[src/rtl/in_pcm.sv]
// -----------------------------------------------------------------------------
// in_pcm : input PCM conversion stage of a G.726-style ADPCM encoder.
//
// This block takes one 8-bit log-PCM sample per clock. The sample can be A-law
// or mu-law. The block expands it to 14-bit two's-complement linear PCM (SL).
// It then subtracts the 15-bit signal estimate SE to give the 16-bit
// difference signal D. The datapath is purely combinational up to one output
// register, so D has one cycle of latency. A new sample is accepted on every
// clock and there is no handshake.
//
// Ports:
//   clk    in   1   system clock, rising edge
//   reset  in   1   synchronous, active-high reset; takes priority over the load
//   S      in   8   log-PCM sample as carried on the line (not pre-inverted)
//   SE     in  15   signal estimate, two's complement
//   LAW    in   1   companding select: 0 = mu-law, 1 = A-law
//   D      out 16   registered difference SL - SE, two's complement
//   SL     out 14   registered expanded linear sample (only when
//                   IN_PCM_SL_PORT_EN is defined; used for debug and by the
//                   tone/transition detector)
//
// Configuration macro: IN_PCM_SL_PORT_EN. When it is not defined, SL stays
// internal and D behaves exactly the same.
// -----------------------------------------------------------------------------
module in_pcm (
  input  logic        clk,
  input  logic        reset,
  input  logic [7:0]  S,
  input  logic [14:0] SE,
  input  logic        LAW,
  output logic [15:0] D
`ifdef IN_PCM_SL_PORT_EN
  ,
  output logic [13:0] SL
`endif
);

  // Fields of the de-inverted code word for each law.
  logic [7:0]  mu_word;
  logic [7:0]  a_word;
  logic        sign;      // 1 = negative
  logic [2:0]  seg;
  logic [3:0]  quant;

  // Expanded magnitudes. The largest values are 8031 (mu-law) and
  // 8064 (A-law), so both fit in 14 bits without wrapping.
  logic [13:0] mu_mag;
  logic [12:0] a_m;
  logic [13:0] a_mag;
  logic [13:0] mag;

  logic [13:0] sl_d;
  logic [15:0] d_d;
  logic [15:0] d_q;

  // Expansion and subtraction.
  always_comb begin
    // NOTE: every signal driven here gets a value on every path, starting with
    // these defaults, so synthesis cannot infer a latch for any S/LAW value.
    mu_word = ~S;
    a_word  = S ^ 8'h55;
    sign    = 1'b0;
    seg     = 3'd0;
    quant   = 4'd0;
    mu_mag  = 14'd0;
    a_m     = 13'd0;
    a_mag   = 14'd0;
    mag     = 14'd0;

    if (LAW == 1'b0) begin
      // mu-law: the bias of 33 is added before the segment shift and removed
      // after it. With this the code for zero (0xFF on the line) gives exactly 0.
      sign   = mu_word[7];
      seg    = mu_word[6:4];
      quant  = mu_word[3:0];
      mu_mag = ((14'({quant, 1'b0}) + 14'd33) << seg) - 14'd33;
      mag    = mu_mag;
    end else begin
      // A-law: in segment 0 the step is linear and has no implied leading 1.
      // The segments above 0 carry the leading 1 (the +32 inside 2q+33) and
      // shift by seg-1. The final shift by 1 scales the result to the 14-bit
      // range. The sign bit has the opposite sense from mu-law.
      sign  = ~a_word[7];
      seg   = a_word[6:4];
      quant = a_word[3:0];
      if (seg == 3'd0) begin
        a_m = {8'd0, quant, 1'b1};
      end else begin
        a_m = (13'({quant, 1'b0}) + 13'd33) << (seg - 3'd1);
      end
      a_mag = {a_m, 1'b0};
      mag   = a_mag;
    end

    // When the mu-law code is negative zero, mag is 0, and 0 - 0 is still 0.
    sl_d = sign ? (14'd0 - mag) : mag;

    // Both operands are sign-extended to 16 bits. Their ranges
    // (|SL| <= 8064, SE in -16384..16383) mean the difference cannot wrap.
    d_d  = {{2{sl_d[13]}}, sl_d} - {SE[14], SE};
  end

  // Output register.
  always_ff @(posedge clk) begin
    // NOTE: registered state is always written with non-blocking assignments.
    // Every flop then samples values from before the edge, whatever order the
    // blocks are evaluated in.
    if (reset) begin
      d_q <= 16'h0000;
    end else begin
      d_q <= d_d;
    end
  end

  assign D = d_q;

`ifdef IN_PCM_SL_PORT_EN
  logic [13:0] sl_q;

  // SL is registered alongside D so the two stay aligned to the same sample.
  always_ff @(posedge clk) begin
    if (reset) begin
      sl_q <= 14'h0000;
    end else begin
      sl_q <= sl_d;
    end
  end

  assign SL = sl_q;
`endif

endmodule

[config.mk]
export PLATFORM = sky130hd
export DESIGN_NAME = in_pcm
export DESIGN_NICKNAME = d
export VERILOG_FILES = /design/src/rtl/in_pcm.sv
export SDC_FILE = /design/constraint.sdc
export NUM_CORES = 1
export LEC_CHECK = 0
export ABC_AREA = 1
export BUFFER_PORTS_ARGS = -buffer_cell sky130_fd_sc_hd__buf_4
export CORE_UTILIZATION = 60
export DETAILED_ROUTE_END_ITERATION = 7
export PLACE_DENSITY = 0.84
export RECOVER_POWER = 25
export SYNTH_ARGS = -nofsm -noshare
export SYNTH_HDL_FRONTEND = slang
export SYNTH_SLANG_ARGS = --single-unit
[constraint.sdc]
create_clock -name clk -period 8.4 [get_ports clk]
set_input_delay 0.84 -clock clk [delete_from_list [all_inputs] [get_ports clk]]
set_output_delay 0.84 -clock clk [all_outputs]
set_load 0.02 [all_outputs]
; After elaboration in Yosys (flattened, before gate mapping)
; Index checks and enable logic that the tools add are counted.
[op_classes]
addsub = 6
shifts = 2
n_mux = 4
bitwise = 3
reduce_logical = 1
[op_table]
columns = cell, n
row1 = $mux W14, 2
row2 = $sub A14 B15 Y16, 1
row3 = $add A5 B6 Y7 const B, 2
row4 = $shl A7 B3 Y14, 1
row5 = $sub A1 B14 Y14 const A, 1
row6 = $sub A14 B6 Y14 const B, 1
row7 = $mux W13, 1
row8 = $shl A7 B3 Y13, 1
row9 = $not A8 Y8, 1
row10 = $not A4 Y4, 1
row11 = $logic_not A3 Y1, 1
row12 = $sub A3 B1 Y3 const B, 1
row13 = $mux W1, 1
row14 = $not A1 Y1, 1
[totals]
reg_bits = 16
input_bits = 26
output_inout_bits = 16
elab_cells = 17

; Logic depth before layout (Yosys ltp)
; Gate-level depths: netlist (run 1).
[depth]
word_depth = 8
ltp_mapped = 31
mapped_depth_nobuf = 30

; Least setup slack after synthesis (run 1)
; No wires, ideal clock.
[synth_timing]
kind = in2reg
start = input S[4]
end = register d_q[14], in the netlist D[14]
setup_ps = 119
t_arrival_ps = 3733
t_required_ps = 8281
setup_slack_ps = 4548
path_stages = 27
path_buffers = 3
cell_sequence = buf_6 -> inv_6 -> buf_12 -> ha_1 -> buf_4 -> inv_1 -> o21ai_0 -> o21ai_2 -> nor2_4 -> nand2_1 -> nor2_2 -> inv_1 -> nor2_1 -> nand2_1 -> nand2_1 -> a21oi_2 -> ha_1 -> nand2_1 -> nor2_1 -> nand3_1 -> o2111ai_1 -> nand2_1 -> inv_1 -> o21ai_0 -> nand2_1 -> o21ai_0 -> a21oi_1
[synth_between]
elab_chain_cells = 8
word_cells_on_any_way = 12
classes_between = add/sub (4) / shift (2) / mux (3) / bitwise (2) / reduce/logical (1)
[synth_lines]
columns = element, line
row1 = start: declaration, 28  ; input logic [7:0] S,
row2 = "parallel branches: the longest is 4 deep, another holds $sub A14 B6 Y14", -
row3 = $mux W14 (*), 70  ; if (LAW == 1'b0) begin
row4 = $sub A1 B14 Y14, 96  ; sl_d = sign ? (14'd0 - mag) : mag;
row5 = $mux W14 (*), 96
row6 = $sub A14 B15 Y16 (*), 100  ; d_d = {{2{sl_d[13]}}, sl_d} - {SE[14], SE};
row7 = end signal: assignment, 109  ; d_q <= 16'h0000;
row8 = end signal: assignment, 111  ; d_q <= d_d;
row9 = end: declaration, 54  ; logic [15:0] d_q;
; Mark *: on every way between the ends.
; A chain may end at the register's enable or synchronous reset.

; Final worst setup path (run 1)
[layout_timing]
start = input S[5]
end = register d_q[14], in the netlist D[14]
[layout_between]
elab_chain_cells = 7
word_cells_on_any_way = 11
classes_between = add/sub (4) / shift (2) / mux (3) / bitwise (1) / reduce/logical (1)
[layout_lines]
columns = element, line
row1 = $not A8 Y8 / $sub A3 B1 Y3 (equally long branches), "60, 89"
row2 = $shl A7 B3 Y14 / $shl A7 B3 Y13 (equally long branches), "76, 89"
row3 = $sub A14 B6 Y14 / $mux W13 (equally long branches), "76, 86"
row4 = $mux W14 (*), 70
row5 = $sub A1 B14 Y14, 96
row6 = $mux W14 (*), 96
row7 = $sub A14 B15 Y16 (*), 100
; Every way passes the cells marked *; elsewhere a longest branch is shown, timed or not.

==> qor.csv, run 1 <==
metric;value;unit
CTS tree;built;
vias;2699;
M1 WL;2499;um
Diodes inserted;0;
CTS Hold Bufs;0;
Die ar.;4422;um^2
worst slew pin tran;0.4182;ns
first-pass GRT wire length;10170;um
Async SR Flop Fraction;0;%
Worst Min Path Start;reset;
Worst path slowest cell;ha_1;
RSZ-0062 raised after global routing;false;
Pre-Repair DR Iteration Count;6;
Max FO, Critical Path;14;
Post-Syn Area per Cell;5.915;um^2
failing checks;design-rule violations;
post-CTS setup buffers;0;
share of layout cells above drive strength 1;17.76;%
placed inst area;2778;um^2
H-tree depth;1;
CP Capture Type;register;
final setup vio count;0;
Pint;0.2125;mW
CP delay by family, top;compound AO/OA/AOI/OAI gates;
Tcrit/Tclk final;50.42;%
crit path launch type;primary input;
data arrival time of the critical path;4.37;ns
Required @ worst endpoint;8.53;ns
worst vdd ir;0.00005584;V
sum of negative setup slack;0;ns
Clk Tree Root Cell;clkbuf_8;
detail-routed net length per standard cell;11.73;um
end of the worst hold path;D[0]$_SDFF_PP0_;
Layout area overhead;11.73;%
max cap viols;0;
DRT iter0 DRCs;116;
Post-Route WL;5935;um
cts bufs inserted;3;
PwrDens;142.1;nW/um^2
Clock Power Share;14.0;%
share of Yosys cell area claimed by the top area cell type;16.99;%
Post-synth EDFFs;0;
Final Instance Area;2789;um^2
syn nets;470;
Main synth FF type;dfxtp_1;
highest metal used;met4;
max incr delay on CP;0.45;ns
Sink Count;16;
post-layout min period;4.235;ns
Net Sw Frac;46.38;%
Seq/Total Area, Yosys;12.83;%
chip width;66.50;um
Gate power share;61.8;%
top cells by area, synth;nand2_1, dfxtp_1, ha_1, inv_1, a21oi_1;
biggest area consumer among synthesized cells;nand2_1;
DRC errors left;2;
final hold vios;0;
WHS Path Cells;2;
metal3 WL;274;um
critical path type;in -> reg;
grt total ovfl;0;
cell mode on critical path;nand2_1;
core area;4000;um^2
fin nets;506;
Netlist Area Pre-Place;2496;um^2
Chip Height;66.50;um
PortBufs;41;
Reg power frac;24.2;%
slew margin rel.;71.82;%
met2 WL;3044;um
Initial Utilization;62.40;%
min-delay worst type;in -> reg;
Rows;23;
commonest non-fill, non-tap cell in the layout;nand2_1;
Post-CTS Resized;0;
vias per inst;5.334;
Mapped Cells;422;
I/O pin cnt;42;
clk slew on worst S/H paths;0.06;ns
sum of buffers and inverters on the critical path;5;
antenna viol nets, final;0;
antenna violations before repair;0;
clock buffer depth;2;
switching component of the power;0.1838;mW
number of flip-flops under the largest register name;16;
synth warn;0;
commonest cells after routing, fill and taps aside;nand2_1, inv_1, nor2_1;
Final Util;69.72;%
largest net degree at the start of global routing;22;
dpl hpwl;4918;um
vias in the first global route;2432;
#FFs+latches synth;16;
Yosys cell types;37;
fin. max-slew vios;0;
outcome;finished with violations;
GRT Total Usage;29.02;%
gpl congestion;0.8894;
Fmax;0.2361;GHz
Leakage;1.569;nW
==> power groups by stage <==
stage | logic [mW] | registers (mW) | clock network [mW]
floorplan | 0.163 | 0.118 | 0
finish | 0.245 | 0.0958 | 0.0554
global placement | 0.245 | 0.0976 | 0
detailed placement | 0.249 | 0.0977 | 0
CTS | 0.250 | 0.0963 | 0.0556
global route | 0.278 | 0.0979 | 0.0595
==> synth_stat cells (3+ instances only) <==
| cell type | number |
|---|---|
| inv_1 | 60 |
| nand3_1 | 33 |
| nand2_1 | 113 |
| a21oi_2 | 3 |
| nand4_1 | 4 |
| inv_2 | 7 |
| buf_4 | 3 |
| o21ai_2 | 4 |
| o21ai_0 | 27 |
| nand3_2 | 9 |
| dfxtp_1 | 16 |
| nand2_2 | 12 |
| nor2_2 | 3 |
| nand2_4 | 3 |
| buf_6 | 3 |
| a21oi_1 | 33 |
| xor2_1 | 6 |
| ha_1 | 21 |
| nor2_1 | 37 |
==> through the flow <==
step,power [mW],hold WS [ns],cells,setup slack [ns]
after floorplan,0.2807,0.9067,422,4.548
after global placement,0.3424,1.041,503,4.110
after detailed placement,0.3466,1.041,503,4.042
after CTS,0.4023,0.7857,506,4.227
after global routing,0.4355,0.7890,506,3.828
final,0.3963,0.7873,506,4.165
==> worst max-delay path by stage <==
stage / end / slack [ns] / start / depth (start not counted)
floorplan: D[14]$_SDFF_PP0_ / 4.55 / S[4] / 27
global placement: D[14]$_SDFF_PP0_ / 4.11 / S[5] / 29
detailed placement: D[14]$_SDFF_PP0_ / 4.04 / S[5] / 29
CTS: D[14]$_SDFF_PP0_ / 4.23 / S[5] / 29
global route: D[14]$_SDFF_PP0_ / 3.83 / S[5] / 29
finish: D[14]$_SDFF_PP0_ / 4.16 / S[5] / 25
==> layout make-up <==
| cell class | instances | area (um^2) |
|---|---|---|
| timing repair buffer | 41 | 277.8 |
| inverter | 68 | 260.3 |
| clock buffer | 3 | 41.29 |
| tap | 50 | 62.56 |
| fill | 387 | 1211 |
| sequential | 16 | 320.3 |
| multi-input combinational | 328 | 1827 |
==> logic make-up (layout without fill, tap and decap cells) <==
family                   after synthesis  after routing  synth area share (%)
AND/OR/NAND/NOR                      219            219                 40.95
XOR/XNOR                               8              8                 2.807
buffers and inverters                 78            112                 13.99
adder cells (fa/ha/maj)               22             22                 11.33
flip-flops                            16             16                 12.83
AO/OA/AOI/OAI                         79             79                 18.10
==> per-layer routing <==
metal,global-route usage (%),vias up
li1,-,1426
met1,32.89,1182
met2,55.99,74
met3,2.911,17
met4,8.777,0
met5,0,-
Power figures use the tool's default switching activity.
==> inputs of run 2 (changes only) <==
--- a/config.mk
+++ b/config.mk
@@ -7,9 +7,9 @@
 export LEC_CHECK = 0
 export ABC_AREA = 1
 export BUFFER_PORTS_ARGS = -buffer_cell sky130_fd_sc_hd__buf_4
-export CORE_UTILIZATION = 60
+export CORE_UTILIZATION = 58
 export DETAILED_ROUTE_END_ITERATION = 7
-export PLACE_DENSITY = 0.84
+export PLACE_DENSITY = 0.82
 export RECOVER_POWER = 25
 export SYNTH_ARGS = -nofsm -noshare
 export SYNTH_HDL_FRONTEND = slang
==> constraint.sdc (replaced) <==
create_clock -name clk -period 4.4 [get_ports clk]
set_input_delay 0.44 -clock clk [delete_from_list [all_inputs] [get_ports clk]]
set_output_delay 0.44 -clock clk [all_outputs]
set_load 0.02 [all_outputs]
==> qor.csv, run 2 (synthesized netlist as in run 1, its figures left out) <==
metric;value;unit;change
CP Capture Type;register;;unchanged
vias per inst;5.355;;was 5.334
final hold vios;0;;unchanged
I/O pin cnt;42;;unchanged
Final Total Pwr;0.7876;mW;was 0.3963 mW
Pre-Repair DR Iteration Count;5;;was 6
clk slew on worst S/H paths;0.06;ns;about the same
CTS Hold Bufs;0;;unchanged
dpl hpwl;5010;um;was 4918 um
data arrival time of the critical path;4.09;ns;was 4.37 ns
Final WS setup;0.4505;ns;was 4.165 ns
placed inst area;2778;um^2;unchanged
GRT Total Usage;29.06;%;was 29.02%
Clk Tree Root Cell;clkbuf_8;;unchanged
Diodes inserted;0;;unchanged
Post-Route WL;6125;um;was 5935 um
outcome;finished clean;;was finished with violations
PortBufs;41;;unchanged
slew margin rel.;69.30;%;was 71.82%
post-layout min period;3.950;ns;
max incr delay on CP;0.34;ns;was 0.45 ns
Post-CTS Resized;0;;unchanged
Rows;23;;unchanged
Worst path slowest cell;ha_1;;unchanged
commonest non-fill, non-tap cell in the layout;nand2_1;;unchanged
crit path launch type;primary input;;unchanged
hold slack;0.3761;ns;was 0.7873 ns
chip width;67.60;um;was 66.50 um
worst vdd ir;0.0001061;V;was 0.00005584 V
critical path type;in -> reg;;unchanged
Leakage;1.576;nW;was 1.569 nW
commonest cells after routing, fill and taps aside;nand2_1, inv_1, nor2_1;;unchanged
Tcrit/Tclk final;89.76;%;
clock buffer depth;2;;unchanged
Die ar.;4570;um^2;was 4422 um^2
cts bufs inserted;3;;unchanged
fin nets;506;;unchanged
vias;2715;;was 2699
first-pass GRT wire length;10260;um;was 10170 um
Initial Utilization;61.52;%;was 62.40%
vias in the first global route;2449;;was 2432
Required @ worst endpoint;4.54;ns;was 8.53 ns
gpl congestion;0.8931;;was 0.8894
DRC errors left;0;;was 2
antenna violations before repair;0;;unchanged
fin. max-slew vios;0;;unchanged
Final Instance Area;2803;um^2;was 2789 um^2
PwrDens;281.0;nW/um^2;was 142.1 nW/um^2
DRT iter0 DRCs;191;;was 116
Fmax;0.2532;GHz;
min-delay worst type;in -> reg;;unchanged
largest net degree at the start of global routing;22;;unchanged
worst slack, placed;0.3174;ns;was 4.042 ns
H-tree depth;1;;unchanged
antenna viol nets, final;0;;unchanged
worst slew pin tran;0.4605;ns;was 0.4182 ns
Sink Count;16;;unchanged
share of layout cells above drive strength 1;17.94;%;was 17.76%
core area;4058;um^2;was 4000 um^2
final setup vio count;0;;unchanged
cell mode on critical path;nand2_1;;unchanged
Max FO, Critical Path;14;;unchanged
CTS tree;built;;unchanged
RSZ-0062 raised after global routing;false;;unchanged
max cap viols;0;;unchanged
detail-routed net length per standard cell;12.08;um;was 11.73 um
Layout area overhead;12.28;%;was 11.73%
post-CTS setup buffers;0;;unchanged
Chip Height;67.60;um;was 66.50 um
number of flip-flops under the largest register name;16;;unchanged
grt total ovfl;0;;unchanged
sum of negative setup slack;0;ns;unchanged
==> run 2: cell types whose count changed in the layout (fill, tap and decap cells not counted) <==
cell	previous run	this run
clkbuf_8	3	4
==> run 2: final timing paths <==
check	start	to	cells past startpoint
worst max-delay path	S[5]	D[14]$_SDFF_PP0_	29
worst min-delay path	reset	D[0]$_SDFF_PP0_	2
==> run 2: routing by layer <==
metal	global-route usage [%]	vias up	part of all wire, %
met5	0	-	0
met4	10.90	0	2.4
met3	1.351	12	3.5
met2	55.57	68	51
met1	33.17	1209	43
li1	-	1426	-
==> run 2: cell type report <==
cell class | count | area, um^2
Timing Repair Buffer | 41 | 277.8
Inverter | 68 | 260.3
Tap cell | 50 | 62.56
Multi-Input combinational cell | 328 | 1827
Clock buffer | 4 | 55.05
Fill cell | 400 | 1255
Sequential cell | 16 | 320.3
==> run 2: worst max-delay path, delay by kind of cell <==
| family | cells | cell delay [ns] |
|---|---|---|
| AOI/OAI and AO/OA | 6 | 0.76 |
| buffers and inverters | 6 | 0.73 |
| adders and majority gates | 2 | 0.61 |
| and+or+nand+nor | 15 | 1.53 |
==> run 2: report_power, final <==
group	switching (mW)	internal, mW	leakage, nW
Sequential	0.00847	0.175	0.134
Clock	0.0520	0.0796	0.0288
Combinational	0.302	0.170	1.41
==> run 2: metrics by stage <==
step	util, %	instances
after floorplan	-	422
after global placement	68.46	503
after detailed placement	68.46	503
after CTS	69.81	507
after global routing	69.07	507
final	69.07	507
